==> src/rtl/ecc_defines_pkg.sv <==
// rtl/ecc_defines_pkg.sv - shared ECC controller types and arbiter defaults
package ecc_defines_pkg;

  localparam int ECC_ARB_NUM_CH_DEF = 4;
  localparam int ECC_ARB_DEPTH_DEF  = 4;

  typedef enum logic [0:0] {
    ARB_OPEN   = 1'b0,
    ARB_LOCKED = 1'b1
  } ecc_arb_state_e;

  // 32-bit default view of one request channel
  typedef struct packed {
    logic [31:0] addr;
    logic [31:0] wdata;
    logic        write;
  } ecc_req_t;

endpackage

==> src/rtl/ecc_req_arb_idfifo.sv <==
// rtl/ecc_req_arb_idfifo.sv - in-order FIFO of channel IDs for outstanding reads
module ecc_req_arb_idfifo #(
  parameter int DEPTH = 4,
  parameter int ID_W  = 2,
  parameter int CNT_W = 3
) (
  input  logic             clk,
  input  logic             reset,
  input  logic             push,
  input  logic [ID_W-1:0]  push_id,
  input  logic             pop,
  output logic             full,
  output logic             empty,
  output logic [CNT_W-1:0] count,
  output logic [ID_W-1:0]  head
);

  localparam int PTR_W = (DEPTH > 1) ? $clog2(DEPTH) : 1;

  logic [ID_W-1:0]  mem [DEPTH];
  logic [PTR_W-1:0] wr_ptr;
  logic [PTR_W-1:0] rd_ptr;

  function automatic logic [PTR_W-1:0] ptr_inc(input logic [PTR_W-1:0] p);
    return (int'(p) == DEPTH - 1) ? '0 : p + 1'b1;
  endfunction

  assign full  = (int'(count) == DEPTH);
  assign empty = (count == '0);
  assign head  = mem[rd_ptr];

  always_ff @(posedge clk) begin
    if (push) mem[wr_ptr] <= push_id;
  end

  always_ff @(posedge clk) begin
    if (reset) begin
      wr_ptr <= '0;
      rd_ptr <= '0;
      count  <= '0;
    end else begin
      if (push) wr_ptr <= ptr_inc(wr_ptr);
      if (pop)  rd_ptr <= ptr_inc(rd_ptr);
      case ({push, pop})
        2'b10:   count <= count + 1'b1;
        2'b01:   count <= count - 1'b1;
        default: count <= count;
      endcase
    end
  end

endmodule

==> src/rtl/ecc_req_arb.sv <==
// rtl/ecc_req_arb.sv - round-robin ECC request arbiter with in-order read response routing
// Optional grant locking is enabled by defining ECC_REQ_ARB_LOCK_EN.
module ecc_req_arb
  import ecc_defines_pkg::*;
#(
  parameter int NUM_CH = ECC_ARB_NUM_CH_DEF,
  parameter int ADDR_W = 32,
  parameter int DATA_W = 32,
  parameter int DEPTH  = ECC_ARB_DEPTH_DEF
) (
  input  logic                       clk,
  input  logic                       reset,
  input  logic [NUM_CH-1:0]          up_valid,
  output logic [NUM_CH-1:0]          up_ready,
  input  logic [NUM_CH*ADDR_W-1:0]   up_addr,
  input  logic [NUM_CH*DATA_W-1:0]   up_wdata,
  input  logic [NUM_CH-1:0]          up_write,
  input  logic [NUM_CH-1:0]          up_lock,
  output logic [NUM_CH-1:0]          up_rsp_valid,
  output logic [DATA_W-1:0]          up_rsp_rdata,
  output logic                       dn_valid,
  input  logic                       dn_ready,
  output logic [ADDR_W-1:0]          dn_addr,
  output logic [DATA_W-1:0]          dn_wdata,
  output logic                       dn_write,
  input  logic                       dn_rsp_valid,
  input  logic [DATA_W-1:0]          dn_rsp_rdata,
  output logic [$clog2(DEPTH+1)-1:0] rd_pending,
  output logic                       rsp_err
);

  localparam int ID_W  = (NUM_CH > 1) ? $clog2(NUM_CH) : 1;
  localparam int CNT_W = $clog2(DEPTH + 1);

  logic [ID_W-1:0]   rr_ptr;
  logic [NUM_CH-1:0] eligible;
  logic              win_found;
  logic [ID_W-1:0]   win_id;
  logic              hs;
  logic              push;
  logic              pop;
  logic              fifo_full;
  logic              fifo_empty;
  logic [ID_W-1:0]   fifo_head;
  logic              hold_ptr;
  logic              lock_block;

  function automatic logic [ID_W-1:0] id_inc(input logic [ID_W-1:0] id);
    return (int'(id) == NUM_CH - 1) ? '0 : id + 1'b1;
  endfunction

`ifdef ECC_REQ_ARB_LOCK_EN
  localparam logic [0:0] S_OPEN   = ARB_OPEN;
  localparam logic [0:0] S_LOCKED = ARB_LOCKED;

  logic [0:0]      state;
  logic [ID_W-1:0] owner;

  always_ff @(posedge clk) begin
    if (reset) begin
      state <= S_OPEN;
      owner <= '0;
    end else if (hs) begin
      case (state)
        S_OPEN: begin
          if (up_lock[win_id]) begin
            state <= S_LOCKED;
            owner <= win_id;
          end
        end
        default: begin
          if (!up_lock[win_id]) state <= S_OPEN;
        end
      endcase
    end
  end

  // rr_ptr stays frozen for every owner transfer that keeps the lock
  assign hold_ptr   = (state == S_LOCKED) && up_lock[win_id];
  assign lock_block = (state == S_LOCKED);
`else
  logic unused_lock;
  logic [ID_W-1:0] owner;

  assign unused_lock = ^up_lock;
  assign owner       = '0;
  assign hold_ptr    = 1'b0;
  assign lock_block  = 1'b0;
`endif

  always_comb begin
    eligible = '0;
    for (int i = 0; i < NUM_CH; i++) begin
      eligible[i] = up_valid[i] && (up_write[i] || !fifo_full);
      if (lock_block && (ID_W'(i) != owner)) eligible[i] = 1'b0;
    end
    if (reset) eligible = '0;
  end

  always_comb begin
    int idx;
    win_found = 1'b0;
    win_id    = '0;
    for (int k = 0; k < NUM_CH; k++) begin
      idx = int'(rr_ptr) + k;
      if (idx >= NUM_CH) idx = idx - NUM_CH;
      if (!win_found && eligible[idx]) begin
        win_found = 1'b1;
        win_id    = ID_W'(idx);
      end
    end
  end

  always_comb begin
    dn_valid = win_found;
    dn_addr  = '0;
    dn_wdata = '0;
    dn_write = 1'b0;
    up_ready = '0;
    if (win_found) begin
      dn_addr          = up_addr[int'(win_id)*ADDR_W +: ADDR_W];
      dn_wdata         = up_wdata[int'(win_id)*DATA_W +: DATA_W];
      dn_write         = up_write[win_id];
      up_ready[win_id] = dn_ready;
    end
  end

  assign hs   = win_found && dn_ready;
  assign push = hs && !dn_write;
  assign pop  = dn_rsp_valid && !fifo_empty && !reset;

  always_comb begin
    up_rsp_valid = '0;
    up_rsp_rdata = '0;
    if (pop) begin
      up_rsp_valid[fifo_head] = 1'b1;
      up_rsp_rdata            = dn_rsp_rdata;
    end
  end

  always_ff @(posedge clk) begin
    if (reset) begin
      rr_ptr  <= '0;
      rsp_err <= 1'b0;
    end else begin
      if (dn_rsp_valid && fifo_empty) rsp_err <= 1'b1;
      if (hs && !hold_ptr) rr_ptr <= id_inc(win_id);
    end
  end

  ecc_req_arb_idfifo #(
    .DEPTH (DEPTH),
    .ID_W  (ID_W),
    .CNT_W (CNT_W)
  ) u_idfifo (
    .clk     (clk),
    .reset   (reset),
    .push    (push),
    .push_id (win_id),
    .pop     (pop),
    .full    (fifo_full),
    .empty   (fifo_empty),
    .count   (rd_pending),
    .head    (fifo_head)
  );

endmodule

==> config.mk <==
export PLATFORM = sky130hd
export DESIGN_NAME = ecc_req_arb
export DESIGN_NICKNAME = d
export VERILOG_FILES = /design/src/rtl/ecc_defines_pkg.sv /design/src/rtl/ecc_req_arb_idfifo.sv /design/src/rtl/ecc_req_arb.sv
export SDC_FILE = /design/constraint.sdc
export NUM_CORES = 1
export LEC_CHECK = 0
export CORE_AREA = 3 3 159 161
export CTS_CLUSTER_SIZE = 8
export DETAILED_ROUTE_END_ITERATION = 8
export DIE_AREA = 0 0 162 164
export PLACE_DENSITY_LB_ADDON = 0.08
export SETUP_SLACK_MARGIN = 0.1
export SLEW_MARGIN = 20
export SYNTH_ARGS = -nofsm -noshare
export SYNTH_HDL_FRONTEND = slang
export SYNTH_SLANG_ARGS = --single-unit
export TNS_END_PERCENT = 1
==> constraint.sdc <==
create_clock -name clk -period 10 [get_ports clk]
set_clock_uncertainty 0.2 [all_clocks]
set_input_delay 2 -clock clk [delete_from_list [all_inputs] [get_ports clk]]
set_output_delay 2 -clock clk [all_outputs]
set_load 0.01 [all_outputs]
==> results.sh, run 1 <==
export IMPL_status="completed"
export IMPL_cellPowerDensity_nw_per_um2=86.03
export IMPL_die_w_um=162
export IMPL_grt_pass1_wl_mm=28.88
export IMPL_ys_types=45
export IMPL_yosys_area_top_type="mux4_2"
export IMPL_top_layer_used="met4"
export IMPL_critPathMostFrequentCell="clkdlybuf4s50_1"
export IMPL_grt_ovfl_total=0
export IMPL_synth_area_sq_um=3532
export IMPL_routedWlPerCell_um=19.14
export IMPL_synth_edff_count=8
export IMPL_vias=4275
export IMPL_synthFlopType="dfxtp_1"
export IMPL_fin_crit_ns=8.084
export IMPL_maxSlewHeadroom_pct=22.93
export IMPL_cts_resized=0
export IMPL_first_iter_violations=137
export IMPL_cp_end_kind="output pin"
export IMPL_drive_gt1_share_pct=11.54
export IMPL_dp_hpwl_mm=16.78
export IMPL_cts_setup_buffers=0
export IMPL_whs_path_depth=2
export IMPL_io_pins=414
export IMPL_routed_via_density=4.146
export IMPL_cts_inserted_buffers=3
export IMPL_hp_class="reg -> reg"
export IMPL_start_kind="input pin"
export IMPL_die_height_um=164
export IMPL_stdcell_area_sq_um=7974
export IMPL_nets=1018
export IMPL_die_area_sq_um=26570
export IMPL_synth_area_leaders="mux4_2 (42%), and2_1 (18%), dfxtp_1 (6.8%)"
export IMPL_core_rowCount=57
export IMPL_ys_seq_area_share_pct=13.60
export IMPL_fin_setup_tns_ns=0
export IMPL_initial_core_util_pct=14.65
export IMPL_rrSetupSlack_ns=5.52
export IMPL_hold_violations=0
export IMPL_route_detailed_drc=0
export IMPL_cp_arrival_ns=5.88
export IMPL_fin_crit_sh_pct=80.84
export IMPL_path_delay_family="buffers and inverters"
export IMPL_worstPathCellList="clkdlybuf4s50_1 > or3b_1 > o32ai_4 > nor2_4 > inv_4 > buf_4 > mux4_2 > and2_1 > clkdlybuf4s50_1"
export IMPL_worstMarginPinSlew_ns=1.156
export IMPL_synthMostInstantiatedCell="and2_1"
export IMPL_ir_worst_vdd_mv=0.05102
export IMPL_cts_max_level=1
export IMPL_async_flop_share_pct=0
export IMPL_clock_latency_ns=0.25
export IMPL_wl_met3_mm=2.166
export IMPL_cp_depth=9
export IMPL_slowest_stage="clkdlybuf4s50_1"
export IMPL_dr_pass1_iters=4
export IMPL_area_delta_synth_final_pct=125.8
export IMPL_critPathMaxStageDelay_ns=0.77
export IMPL_wirelength_mm=19.73
export IMPL_leakage_nw=2.802
export IMPL_synthTopCellsByCount="and2_1 (102), mux4_2 (66), clkbuf_1 (14)"
export IMPL_syn_area_per_cell_sq_um=11.25
export IMPL_port_buffers=409
export IMPL_crit_buf_inv=4
export IMPL_coreArea_sq_um=24110
export IMPL_wl_met2_mm=10.67
export IMPL_grt_total_usage_pct=14.13
export IMPL_cts_sinks=20
export IMPL_synthCells=314
export IMPL_fillers=2489
export IMPL_cts_clk_slew_worst_paths_ns=0.05
export IMPL_setup_worst_path_class="in -> out"
export IMPL_synth_fp_nets=629
export IMPL_antenna_found_initial=5
export IMPL_synth_top_area_share_pct=42.08
export IMPL_crit_required_ns=7.80
export IMPL_ant_nets=0
export IMPL_slew_violations=0
export IMPL_rsz0062_at_grt="no"
export IMPL_drt_met1_wl_mm=6.617
export IMPL_critical_path_max_fanout=27
export IMPL_holdBufCountCts=0
export IMPL_ys_seq_elements=20
export IMPL_cts_tree="done"
export IMPL_place_area_sq_um=7856
export IMPL_setup_viol=0
export IMPL_grt_pass1_vias=4668
export IMPL_grt_max_degree=74
export IMPL_gp_congestion=0.8183
export IMPL_cts_root_buf="clkbuf_16"
export IMPL_max_freq_mhz=123.7
export IMPL_rr_worst_depth=14
export IMPL_cts_max_path_buffers=2
export IMPL_yosys_warnings=0
export IMPL_max_cap_viol_count=0
-- metal layers --
metal | up-vias | track usage [%]
met5 | - | 0
met4 | 0 | 3.296
met3 | 14 | 5.221
met2 | 247 | 27.61
met1 | 2043 | 14.16
li1 | 1971 | -
-- flip-flops by register name, summed over array words and instances, names as in the netlist, named ones only --
name	cells
rsp_err	1
rr_ptr	2
u_idfifo.wr_ptr	2
u_idfifo.count	3
u_idfifo.mem	8
u_idfifo.rd_ptr	2
-- power by group --
part / leakage, nW / internal [W] / switching [W] / total [W]
sequential: 0.172 / 0.0000939 / 0.00000937 / 0.000103
clock: 0.0511 / 0.0000793 / 0.0000298 / 0.000109
combinational: 2.58 / 0.000306 / 0.000167 / 0.000474
-- worst min-delay path, delay by kind of cell (launching register included) --
kind | cells | cell delay [ns]
DFF | 1 | 0.32
AOI/OAI and AO/OA | 1 | 0.04
and+or+nand+nor | 1 | 0.07
-- through the flow --
stage | hold WS, ns | total power (W) | setup slack (ns) | util [%] | std cells
finish | 0.2726 | 0.0006860 | 1.916 | 33.08 | 1031
global route | 0.3297 | 0.0007311 | 1.609 | 33.08 | 1031
CTS | 0.2806 | 0.0006963 | 1.824 | 33.03 | 1026
detailed placement | 0.2683 | 0.0005849 | 1.827 | 32.59 | 1022
global placement | 0.2590 | 0.0005810 | 1.873 | 32.59 | 1022
floorplan | 0.2854 | 0.0003274 | 3.645 | - | 314
-- worst paths after layout --
kind,start,end
max,reset,dn_addr[0]
min reg2reg,rsp_err$_SDFFE_PP0P_,rsp_err$_SDFFE_PP0P_
max reg2reg,u_idfifo.count[2]$_SDFFE_PP0P_,u_idfifo.count[2]$_SDFFE_PP0P_
min,rsp_err$_SDFFE_PP0P_,rsp_err$_SDFFE_PP0P_
-- logic make-up (layout without fill, tap and decap cells) --
family	after synthesis	after routing	synth area share, %
other	0	5	0
flip-flops	20	20	13.60
multiplexers	70	70	43.68
AND/OR/NAND/NOR	152	152	26.14
buffers and inverters	39	427	7.368
AO/OA/AOI/OAI	20	20	4.605
adder cells (fa/ha/maj)	11	11	4.109
XOR/XNOR	2	2	0.4960
-- final cells by class --
cell class	count	area (sq um)	area share, %
diodes	5	12.51	0.1569
clock buffers	3	75.07	0.9415
clock inverters	1	30.03	0.3766
inverters	10	40.04	0.5021
multi-input cells	255	2794	35.04
flip-flops and latches	20	480.5	6.025
well taps	324	405.4	5.084
repair buffers	413	4136	51.88
-- placed cells by master (no fill, tap or decap), types with 2 or more instances in the layout --
cell type / count
clkdlybuf4s50_1: 409
nor2b_1: 2
nand3_1: 2
a2111oi_1: 2
buf_4: 3
ha_1: 10
dfxtp_1: 12
nand2b_1: 3
a21oi_1: 5
and3_1: 5
mux4_2: 66
o21ai_0: 4
nor3_1: 4
and2_1: 101
clkbuf_16: 3
o31ai_1: 2
nand3b_1: 2
xor2_1: 2
and2_4: 2
inv_1: 9
nand2_1: 7
nor2_1: 13
mux2i_1: 3
nor4b_1: 2
diode_2: 5
edfxtp_1: 8
(Power assumes the default switching activity.)
==> inputs of run 2 (changes only) <==
CORE_AREA = 3 3 160 162   (was 3 3 159 161)
DIE_AREA = 0 0 163 165   (was 0 0 162 164)
clock period = 7.7 ns   (was 10 ns; I/O delays follow)
==> results.sh, run 2 (same netlist as run 1, synthesis figures left out) <==
export IMPL_hold_violations=0
export IMPL_place_area_sq_um=7884
export IMPL_route_detailed_drc=0
export IMPL_critPathMaxStageDelay_ns=0.56
export IMPL_worstMarginPinSlew_ns=0.6025
export IMPL_dp_hpwl_mm=16.98
export IMPL_vias=4230
export IMPL_final_cell_mix="clkdlybuf4s50_1 (409), and2_1 (101), mux4_2 (66), nor2_1 (13), dfxtp_1 (12)"
export IMPL_grt_pass1_vias=4612
export IMPL_cts_setup_buffers=0
export IMPL_rr_worst_depth=15
export IMPL_grt_max_degree=65
export IMPL_cts_sinks=20
export IMPL_cts_clk_slew_worst_paths_ns=0.05
export IMPL_status="completed"
export IMPL_leakage_nw=2.816
export IMPL_wirelength_mm=19.69
export IMPL_final_common_cell="clkdlybuf4s50_1"
export IMPL_drive_gt1_share_pct=11.79
export IMPL_max_cap_viol_count=0
export IMPL_grt_total_usage_pct=13.90
export IMPL_holdBufCountCts=0
export IMPL_fin_setup_tns_ns=0
export IMPL_critical_path_max_fanout=28
export IMPL_cellPowerDensity_nw_per_um2=111.2
export IMPL_use_met2_pct=26.54
export IMPL_io_pins=414
export IMPL_clock_latency_ns=0.25
export IMPL_nets=1020
export IMPL_whs_path_depth=2
export IMPL_crit_required_ns=5.96
export IMPL_regMostFlops="u_idfifo.mem"
export IMPL_top_usage_layer="met2"
export IMPL_ant_nets=0
export IMPL_rsz0062_at_grt="no"
export IMPL_gp_congestion=0.8146
export IMPL_cts_root_buf="clkbuf_16"
export IMPL_use_met3_pct=4.565
export IMPL_worstPathCellList="clkdlybuf4s50_1 > or4b_1 > and2_4 > o32ai_4 > nor2_4 > inv_4 > buf_4 > mux4_2 > and2_1 > clkdlybuf4s50_1"
export IMPL_cts_max_path_buffers=2
export IMPL_routed_via_density=4.099
export IMPL_setup_viol=0
export IMPL_cts_max_level=1
export IMPL_cts_inserted_buffers=3
export IMPL_port_buffers=409
export IMPL_cts_resized=0
export IMPL_routedWlPerCell_um=19.08
export IMPL_grt_pass1_wl_mm=28.39
export IMPL_initial_core_util_pct=14.57
export IMPL_setup_worst_path_class="in -> out"
export IMPL_cp_end_kind="output pin"
export IMPL_slowest_stage="or4b_1"
export IMPL_fin_crit_ns=6.734
export IMPL_fillers=2507
export IMPL_core_rowCount=57
export IMPL_coreArea_sq_um=24250
export IMPL_die_area_sq_um=26900
export IMPL_largest_reg_flops=8
export IMPL_maxSlewHeadroom_pct=59.83
export IMPL_area_delta_synth_final_pct=126.5
export IMPL_grtUsageMet1_pct=14.35
export IMPL_ir_worst_vdd_mv=0.07288
export IMPL_dr_pass1_iters=4
export IMPL_antenna_found_initial=4
export IMPL_cts_tree="done"
export IMPL_hp_class="reg -> reg"
export IMPL_critPathMostFrequentCell="clkdlybuf4s50_1"
export IMPL_start_kind="input pin"
export IMPL_fin_crit_sh_pct=87.45
export IMPL_slew_violations=0
export IMPL_stdcell_area_sq_um=7999
export IMPL_max_freq_mhz=148.5
export IMPL_first_iter_violations=90
export IMPL_grt_ovfl_total=0
export IMPL_cp_arrival_ns=4.99
export IMPL_reg_top3="u_idfifo.mem x8, u_idfifo.count x3"
export IMPL_die_height_um=165
export IMPL_die_w_um=163
-- run 2: cell count changes in the layout (fill, tap and decap cells not counted), sizes merged --
cell   before  now
buf         4    6
diode       5    4
-- run 2: worst paths after layout --
| check | startpoint | to | slack [ns] |
|---|---|---|---|
| max | up_write[1] | dn_addr[0] | 0.97 |
| min | rsp_err$_SDFFE_PP0P_ | rsp_err$_SDFFE_PP0P_ | 0.27 |
| max reg2reg | u_idfifo.count[0]$_SDFFE_PP0P_ | u_idfifo.count[2]$_SDFFE_PP0P_ | 3.38 |
| min reg2reg | rsp_err$_SDFFE_PP0P_ | rsp_err$_SDFFE_PP0P_ | 0.27 |
-- run 2: routing by layer --
layer | share of wire [%] | vias to the layer above
li1 | - | 1976
met2 | 53 | 233
met3 | 9.5 | 20
met4 | 2.2 | 0
met5 | 0 | -
met1 | 35 | 2001
-- run 2: power breakdown --
| part | internal [W] | leakage (nW) | switching (W) | total, W |
|---|---|---|---|---|
| clock | 0.000103 | 0.0511 | 0.0000372 | 0.000140 |
| combinational | 0.000399 | 2.59 | 0.000216 | 0.000615 |
| sequential | 0.000122 | 0.172 | 0.0000120 | 0.000134 |
| total | 0.000624 | 2.82 | 0.000265 | 0.000889 |
-- run 2: worst max-delay path, delay by kind of cell --
| kind | cells | cell delay, ns |
|---|---|---|
| AOI/OAI and AO/OA | 1 | 0.28 |
| buffers and inverters | 4 | 1.53 |
| muxes | 1 | 0.56 |
| and+or+nand+nor | 4 | 1.06 |
-- run 2: area by class of cell --
| cell class | instances | area [sq um] | share of cell area [%] |
|---|---|---|---|
| tap | 324 | 405.4 | 5.068 |
| clock buffer | 3 | 75.07 | 0.9385 |
| multi-input combinational | 255 | 2794 | 34.93 |
| clock inverter | 1 | 30.03 | 0.3754 |
| antenna | 4 | 10.01 | 0.1251 |
| sequential | 20 | 480.5 | 6.007 |
| inverter | 10 | 40.04 | 0.5005 |
| timing repair buffer | 415 | 4164 | 52.06 |
-- run 2: metrics by stage --
step / setup slack (ns) / utilization [%] / cells / total power [W] / hold slack [ns]
floorplan: 2.265 / - / 314 / 0.0004252 / 0.2854
global placement: 0.9291 / 32.51 / 1024 / 0.0007568 / 0.2603
detailed placement: 0.9283 / 32.51 / 1024 / 0.0007602 / 0.2670
CTS: 0.9191 / 32.95 / 1028 / 0.0009054 / 0.2847
global route: 0.7587 / 32.99 / 1032 / 0.0009473 / 0.3214
finish: 0.9660 / 32.99 / 1032 / 0.0008893 / 0.2734
==> inputs of run 3 (changes only) <==
GPL_ROUTABILITY_DRIVEN = 0   (was unset)
==> results of run 3 <==
No change in the layout: final DEF, timing and power equal those of run 2.
